[config.mk]
export PLATFORM = sky130hd
export DESIGN_NAME = alu_seq_controller
export DESIGN_NICKNAME = d
export VERILOG_FILES = /design/src/rtl/alu_pkg.sv /design/src/rtl/alu_seq_controller_mem.sv /design/src/rtl/alu_seq_controller.sv
export SDC_FILE = /design/constraint.sdc
export NUM_CORES = 1
export LEC_CHECK = 0
export BUFFER_PORTS_ARGS = -buffer_cell sky130_fd_sc_hd__buf_4
export CAP_MARGIN = 10
export CORE_MARGIN = 1.5
export CORE_UTILIZATION = 40
export CTS_CLUSTER_SIZE = 12
export DETAILED_ROUTE_END_ITERATION = 16
export GPL_TIMING_DRIVEN = 0
export PLACE_DENSITY = 0.69
export SKIP_LAST_GASP = 1
export SLEW_MARGIN = 20
export SYNTH_ARGS = -nofsm -noshare
export SYNTH_HDL_FRONTEND = slang
export SYNTH_SLANG_ARGS = --single-unit
[constraint.sdc]
create_clock -name clk -period 4.79 [get_ports clk]
set_input_delay 0.958 -clock clk [delete_from_list [all_inputs] [get_ports clk]]
set_output_delay 0.958 -clock clk [all_outputs]
set_load 0.03 [all_outputs]
[src/rtl/alu_pkg.sv]
// Shared definitions for the ALU sequence controller: opcodes, halt conditions,
// flag bit positions, FSM states and the program step record.
package alu_pkg;

   localparam int unsigned DEF_WIDTH = 6;
   localparam int unsigned DEF_OP_W  = 2;

   localparam logic [1:0] OP_XNOR_OR_AND = 2'd0;
   localparam logic [1:0] OP_ROR         = 2'd1;
   localparam logic [1:0] OP_ADD         = 2'd2;
   localparam logic [1:0] OP_SUB         = 2'd3;

   localparam logic [1:0] COND_NONE = 2'b00;
   localparam logic [1:0] COND_ZF   = 2'b01;
   localparam logic [1:0] COND_SF   = 2'b10;
   localparam logic [1:0] COND_CF   = 2'b11;

   localparam int unsigned FLAG_GT = 3;
   localparam int unsigned FLAG_SF = 2;
   localparam int unsigned FLAG_CF = 1;
   localparam int unsigned FLAG_ZF = 0;

   typedef enum logic [2:0] {
      ST_IDLE,
      ST_LOAD,
      ST_WAIT,
      ST_EVAL,
      ST_DONE
   } state_t;

   // Step record at the default widths; the controller packs the same field order.
   typedef struct packed {
      logic [1:0]           cond;
      logic                 chain;
      logic [DEF_OP_W-1:0]  op;
      logic [DEF_WIDTH-1:0] a;
      logic [DEF_WIDTH-1:0] b;
   } step_t;

   // True when the step's halt condition holds on the captured {gt, SF, CF, ZF}.
   function automatic logic cond_met(input logic [1:0] cond, input logic [3:0] flags);
      logic hit;
      hit = 1'b0;
      case (cond)
         COND_ZF: hit = flags[FLAG_ZF];
         COND_SF: hit = flags[FLAG_SF];
         COND_CF: hit = flags[FLAG_CF];
         default: hit = 1'b0;
      endcase
      return hit;
   endfunction

endpackage

[src/rtl/alu_seq_controller_mem.sv]
// Program memory: DEPTH step records, synchronous write and clear, asynchronous read.
module alu_prog_mem #(
   parameter int unsigned DEPTH = 8,
   parameter int unsigned REC_W = 17
) (
   input  logic                     clk,
   input  logic                     reset,
   input  logic                     we,
   input  logic [$clog2(DEPTH)-1:0] waddr,
   input  logic [REC_W-1:0]         wdata,
   input  logic [$clog2(DEPTH)-1:0] raddr,
   output logic [REC_W-1:0]         rdata_c
);

   logic [REC_W-1:0] mem [DEPTH];

   // Clear all entries on reset, otherwise commit one write per strobe.
   always_ff @(posedge clk) begin
      if (reset) begin
         for (int i = 0; i < DEPTH; i++) begin
            mem[i] <= '0;
         end
      end else if (we) begin
         mem[waddr] <= wdata;
      end
   end

   assign rdata_c = mem[raddr];

endmodule

[src/rtl/alu_seq_controller.sv]
// Sequences up to DEPTH ALU micro-ops against an external ALU of fixed latency,
// capturing each result/flags, optionally chaining results and halting on a flag.
module alu_seq_controller #(
   parameter int unsigned WIDTH   = 6,
   parameter int unsigned DEPTH   = 8,
   parameter int unsigned OP_W    = 2,
   parameter int unsigned ALU_LAT = 1
) (
   input  logic                     clk,
   input  logic                     reset,
   input  logic                     start,
   input  logic [$clog2(DEPTH):0]   prog_len,
   input  logic                     prog_we,
   input  logic [$clog2(DEPTH)-1:0] prog_addr,
   input  logic [WIDTH-1:0]         prog_a,
   input  logic [WIDTH-1:0]         prog_b,
   input  logic [OP_W-1:0]          prog_op,
   input  logic [1:0]               prog_cond,
   input  logic                     prog_chain,
   input  logic [WIDTH-1:0]         result,
   input  logic                     gt_zero_flag,
   input  logic                     SF,
   input  logic                     CF,
   input  logic                     ZF,
   output logic [WIDTH-1:0]         a,
   output logic [WIDTH-1:0]         b,
   output logic [OP_W-1:0]          op,
   output logic                     busy,
   output logic                     done,
   output logic                     halted,
   output logic [$clog2(DEPTH):0]   steps_run,
   output logic [WIDTH-1:0]         last_result,
   output logic [3:0]               last_flags
);

   import alu_pkg::*;

   localparam int unsigned IDX_W = $clog2(DEPTH);
   localparam int unsigned LEN_W = IDX_W + 1;
   localparam int unsigned REC_W = 2 + 1 + OP_W + 2 * WIDTH;
   localparam int unsigned CNT_W = $clog2(ALU_LAT + 1);

   state_t             state;
   state_t             state_n;
   logic [IDX_W-1:0]   idx;
   logic [LEN_W-1:0]   len_q;
   logic [CNT_W-1:0]   cnt;

   logic [REC_W-1:0]   wrec_c;
   logic [REC_W-1:0]   rec_c;
   logic [1:0]         rec_cond_c;
   logic               rec_chain_c;
   logic [OP_W-1:0]    rec_op_c;
   logic [WIDTH-1:0]   rec_a_c;
   logic [WIDTH-1:0]   rec_b_c;
   logic               mem_we_c;
   logic [LEN_W-1:0]   idx_ext_c;
   logic [LEN_W-1:0]   len_clamp_c;
   logic               last_step_c;
   logic               halt_c;
   logic               capture_c;

   // Writes are only accepted while idle so a running program cannot change.
   assign mem_we_c = prog_we && (state == ST_IDLE);
   assign wrec_c   = {prog_cond, prog_chain, prog_op, prog_a, prog_b};

   alu_prog_mem #(
      .DEPTH (DEPTH),
      .REC_W (REC_W)
   ) u_mem (
      .clk     (clk),
      .reset   (reset),
      .we      (mem_we_c),
      .waddr   (prog_addr),
      .wdata   (wrec_c),
      .raddr   (idx),
      .rdata_c (rec_c)
   );

   assign {rec_cond_c, rec_chain_c, rec_op_c, rec_a_c, rec_b_c} = rec_c;

   assign idx_ext_c   = LEN_W'(idx);
   assign len_clamp_c = (prog_len > LEN_W'(DEPTH)) ? LEN_W'(DEPTH) : prog_len;
   assign last_step_c = (idx_ext_c == (len_q - LEN_W'(1)));
   assign halt_c      = cond_met(rec_cond_c, last_flags);
   assign capture_c   = (cnt == CNT_W'(1));

   // State register.
   always_ff @(posedge clk) begin
      if (reset) begin
         state <= ST_IDLE;
      end else begin
         state <= state_n;
      end
   end

   // Next-state decode.
   always_comb begin
      state_n = state;
      case (state)
         ST_IDLE: begin
            if (start) begin
               state_n = (prog_len == '0) ? ST_DONE : ST_LOAD;
            end
         end
         ST_LOAD: state_n = ST_WAIT;
         ST_WAIT: begin
            if (capture_c) begin
               state_n = ST_EVAL;
            end
         end
         ST_EVAL: state_n = (halt_c || last_step_c) ? ST_DONE : ST_LOAD;
         ST_DONE: state_n = ST_IDLE;
         default: state_n = ST_IDLE;
      endcase
   end

   // Operand issue, latency countdown, result capture and status outputs.
   always_ff @(posedge clk) begin
      if (reset) begin
         a           <= '0;
         b           <= '0;
         op          <= '0;
         busy        <= 1'b0;
         done        <= 1'b0;
         halted      <= 1'b0;
         steps_run   <= '0;
         last_result <= '0;
         last_flags  <= '0;
         idx         <= '0;
         len_q       <= '0;
         cnt         <= '0;
      end else begin
         busy <= (state_n == ST_LOAD) || (state_n == ST_WAIT) || (state_n == ST_EVAL);
         done <= (state_n == ST_DONE);
         case (state)
            ST_IDLE: begin
               if (start) begin
                  halted    <= 1'b0;
                  steps_run <= '0;
                  idx       <= '0;
                  len_q     <= len_clamp_c;
               end
            end
            ST_LOAD: begin
               a   <= rec_a_c;
               b   <= rec_chain_c ? last_result : rec_b_c;
               op  <= rec_op_c;
               cnt <= CNT_W'(ALU_LAT);
            end
            ST_WAIT: begin
               if (capture_c) begin
                  last_result <= result;
                  last_flags  <= {gt_zero_flag, SF, CF, ZF};
                  steps_run   <= idx_ext_c + LEN_W'(1);
               end else begin
                  cnt <= cnt - CNT_W'(1);
               end
            end
            ST_EVAL: begin
               if (halt_c) begin
                  halted <= 1'b1;
               end else if (!last_step_c) begin
                  idx <= idx + IDX_W'(1);
               end
            end
            default: ;
         endcase
      end
   end

endmodule
==> metrics <==
CP startpoint kind flip-flop; Synth-to-Final Area Change 18.9%; root buffer cell clkbuf_16; worst hold path type reg2reg; Core Region between 15000 and 20000 um2; FMAX just over 300 MHz; reg2reg setup slack ~1500 ps; Iter 0 DRT Violations approximately 370; Detail Placement HPWL ~13 mm; final antenna diode count 0; wl on met1 approximately 7.5 mm; CTS Buf Count 17; register bit total from synthesis 181; RSZ-0062 raised after global routing no; total of max-cap violations 0; Pwr Total roughly 3.4 mW; met2 wire length between 9 and 10 mm; Max Used Layer met4; worst reg2reg endpoint u_mem.mem[0][9]; Clk network pwr share 0.388; CTS tree done; Mapped Cells roughly 580; quantity of hold-fixing buffers added after cts 0; top cells by area, synth edfxtp_1 (52%), dfxtp_1 (11%), and2_1 (11%); largest net degree at the start of global routing 18; Slew @ Worst Pin roughly 1100 ps; Post-synth EDFFs between 100 and 150; vias in the first global route about 5000; fin crit share 0.689; Sw Ratio 0.240; status finished clean; fin area between 9000 and 10000 um2; CTS clock-pin slew for the worst setup and hold paths about 70 ps; YS warnings 0; detailed-route via count 4992; first-pass GRT wire length approximately 28 mm; CP Max Fanout 17; H-tree depth 4; Max IR drop VDD around 0.19 mV; hold wc startpoint last_flags[3]; Comb pwr share 0.088; post-CTS sizing 0; Cell Rows 51; Top Ports 69; Pre-Repair DR Iteration Count 5; area share of the largest cell type after synthesis 0.517; largest area contributor in the netlist edfxtp_1; Port-buffer cells 67; endpoints failing hold 0; setup_tns 0 ps; WL/cell ~20 um; NumNets Final about 700; die width roughly 140 um; Hold Crit Depth 2; register area share after synthesis 0.632; NetSw just over 0.8 mW; worst rel slew slack 0.249; CTS Sinks roughly 180; Die Span Y about 140 um; # Post-CTS Setup Buffers 0; Setup-failing EPs final 0; Netlist cell types 45; cell-internal power 2.59 mW; Routed WL approximately 18 mm; Final Slew Violations 0; Post-synth ARST share 0; DIE AREA a little over 20000 um2; Avg Inst Size Synth roughly 14 um2; min cycle time layout roughly 3300 ps; hold endpoint last_flags[3]; pwr/cell area between 300 and 400 nW/um2; syn_nets between 600 and 700; RD Place Congestion between 0.8 and 0.9; initial antenna violation count 0; sequential group share of total power 0.524; gr usage total 0.188; Congestion Overflow GR 0; drc violations 0; Worst setup EP type flip-flop; Register-to-Register Path Depth 5; CP Data Required Time between 4000 and 5000 ps; top_reg_cell synth edfxtp_1; starting density of the core 0.407; WP data arrival 3380 ps; worst setup path start state[0]; Reg-to-Reg Start state[0]; critical path class reg2reg; Syn Std Cell Area just under 8000 um2; Skew-Pair Late Insertion Delay approximately 440 ps; skew final slightly below 10 ps; ANT nets after route 0; Static Leakage roughly 3.4 nW; met3 wire len between 1 and 1.5 mm; mean number of vias per cell 5.27; placed instance area 8820 um2; maximum clock path buffer count 2; fraction of layout cells with a size suffix above 1 0.223
## cells in the mapped netlist (3+ instances only)
cell,count
xor2_1,3
a21oi_1,24
o21ai_0,17
edfxtp_1,136
mux4_2,32
and2_1,138
nand4_1,5
nand3_1,4
a211oi_1,8
o211ai_1,7
nor3b_1,3
nand2b_1,3
nor2_1,31
xnor2_1,4
inv_1,5
buf_2,3
nand2_1,38
dfxtp_1,45
clkbuf_1,25
nor3_1,6
mux2i_1,10
## layout make-up
type / instances / area, um2
inverter: 5 / 18.8
sequential: 181 / 4980
timing repair buffer: 72 / 571
tap: 265 / 332
multi-input combinational: 361 / 2800
clock inverter: 14 / 128
fill: 1683 / 10000
buffer: 31 / 128
clock buffer: 18 / 429
## stage by stage
stage | instances | worst slack [ps] | hold WS, ps | util
after floorplan | 578 | 1650 | 449 | -
after global placement | 910 | 285 | 448 | 0.450
after detailed placement | 915 | 991 | 461 | 0.455
after CTS | 947 | 1360 | 470 | 0.484
after global routing | 947 | 1290 | 490 | 0.484
final | 947 | 1490 | 466 | 0.484
## power groups by stage
stage                     sequential [mW]  clock (mW)  combinational (mW)
final                                1.79        1.32               0.301
after global routing                 1.79        1.39               0.327
after CTS                            1.79        1.33               0.303
after detailed placement             1.82           0               0.302
after global placement               1.82           0               0.283
after floorplan                      1.84           0               0.146
## registers in the layout, summed over array words and instances (netlist names), named ones only
register,count
op,2
halted,1
idx,3
a,6
done,1
last_result,6
u_mem.mem,136
b,6
state,3
last_flags,4
busy,1
steps_run,4
capture_c,1
len_q,4
## kinds of logic after synthesis
kind of cell | count (synthesis) | synth area share
fa+ha+maj | 2 | 0.00317
xor+xnor | 7 | 0.00777
flops | 181 | 0.632
compound gates | 65 | 0.0515
simple gates | 240 | 0.169
buf+inv | 36 | 0.0185
mux | 47 | 0.118
## critical path, cell delays in order (launching register included)
cell and delay (ps):
dfxtp_1 300, clkbuf_1 170, nor3_1 430, nand4b_1 410, nor3_1 970, or2_2 630
## layer usage
layer | GRT usage | up-vias
li1 | - | 2291
met1 | 0.229 | 2450
met2 | 0.323 | 221
met3 | 0.0470 | 30
met4 | 0.0693 | 0
met5 | 0 | -
## how the worst max path moves through the flow
stage,slack (ps),end,depth (start not counted)
finish,1490,u_mem.mem[0][9],5
global route,1290,u_mem.mem[0][9],5
CTS,1360,u_mem.mem[1][10],5
detailed placement,990,u_mem.mem[1][13],5
global placement,290,u_mem.mem[5][11],4
floorplan,1650,u_mem.mem[2][0],4
## cells in the final DEF, fill, tap and decap left out, types with 4 or more instances in the layout
cell type,count
clkbuf_16,17
mux2i_1,10
a211oi_1,8
nor3_1,5
inv_1,5
dfxtp_1,45
buf_4,67
nand3_1,4
nand4_1,5
clkinv_4,4
and2_1,138
clkbuf_1,26
o21ai_0,11
mux4_2,32
nor2_1,31
edfxtp_1,136
xnor2_1,4
o21ai_2,5
nand2_1,38
a21oi_1,24
o211ai_1,7
inv_6,4
No activity file was read; power rests on OpenSTA's default activity.
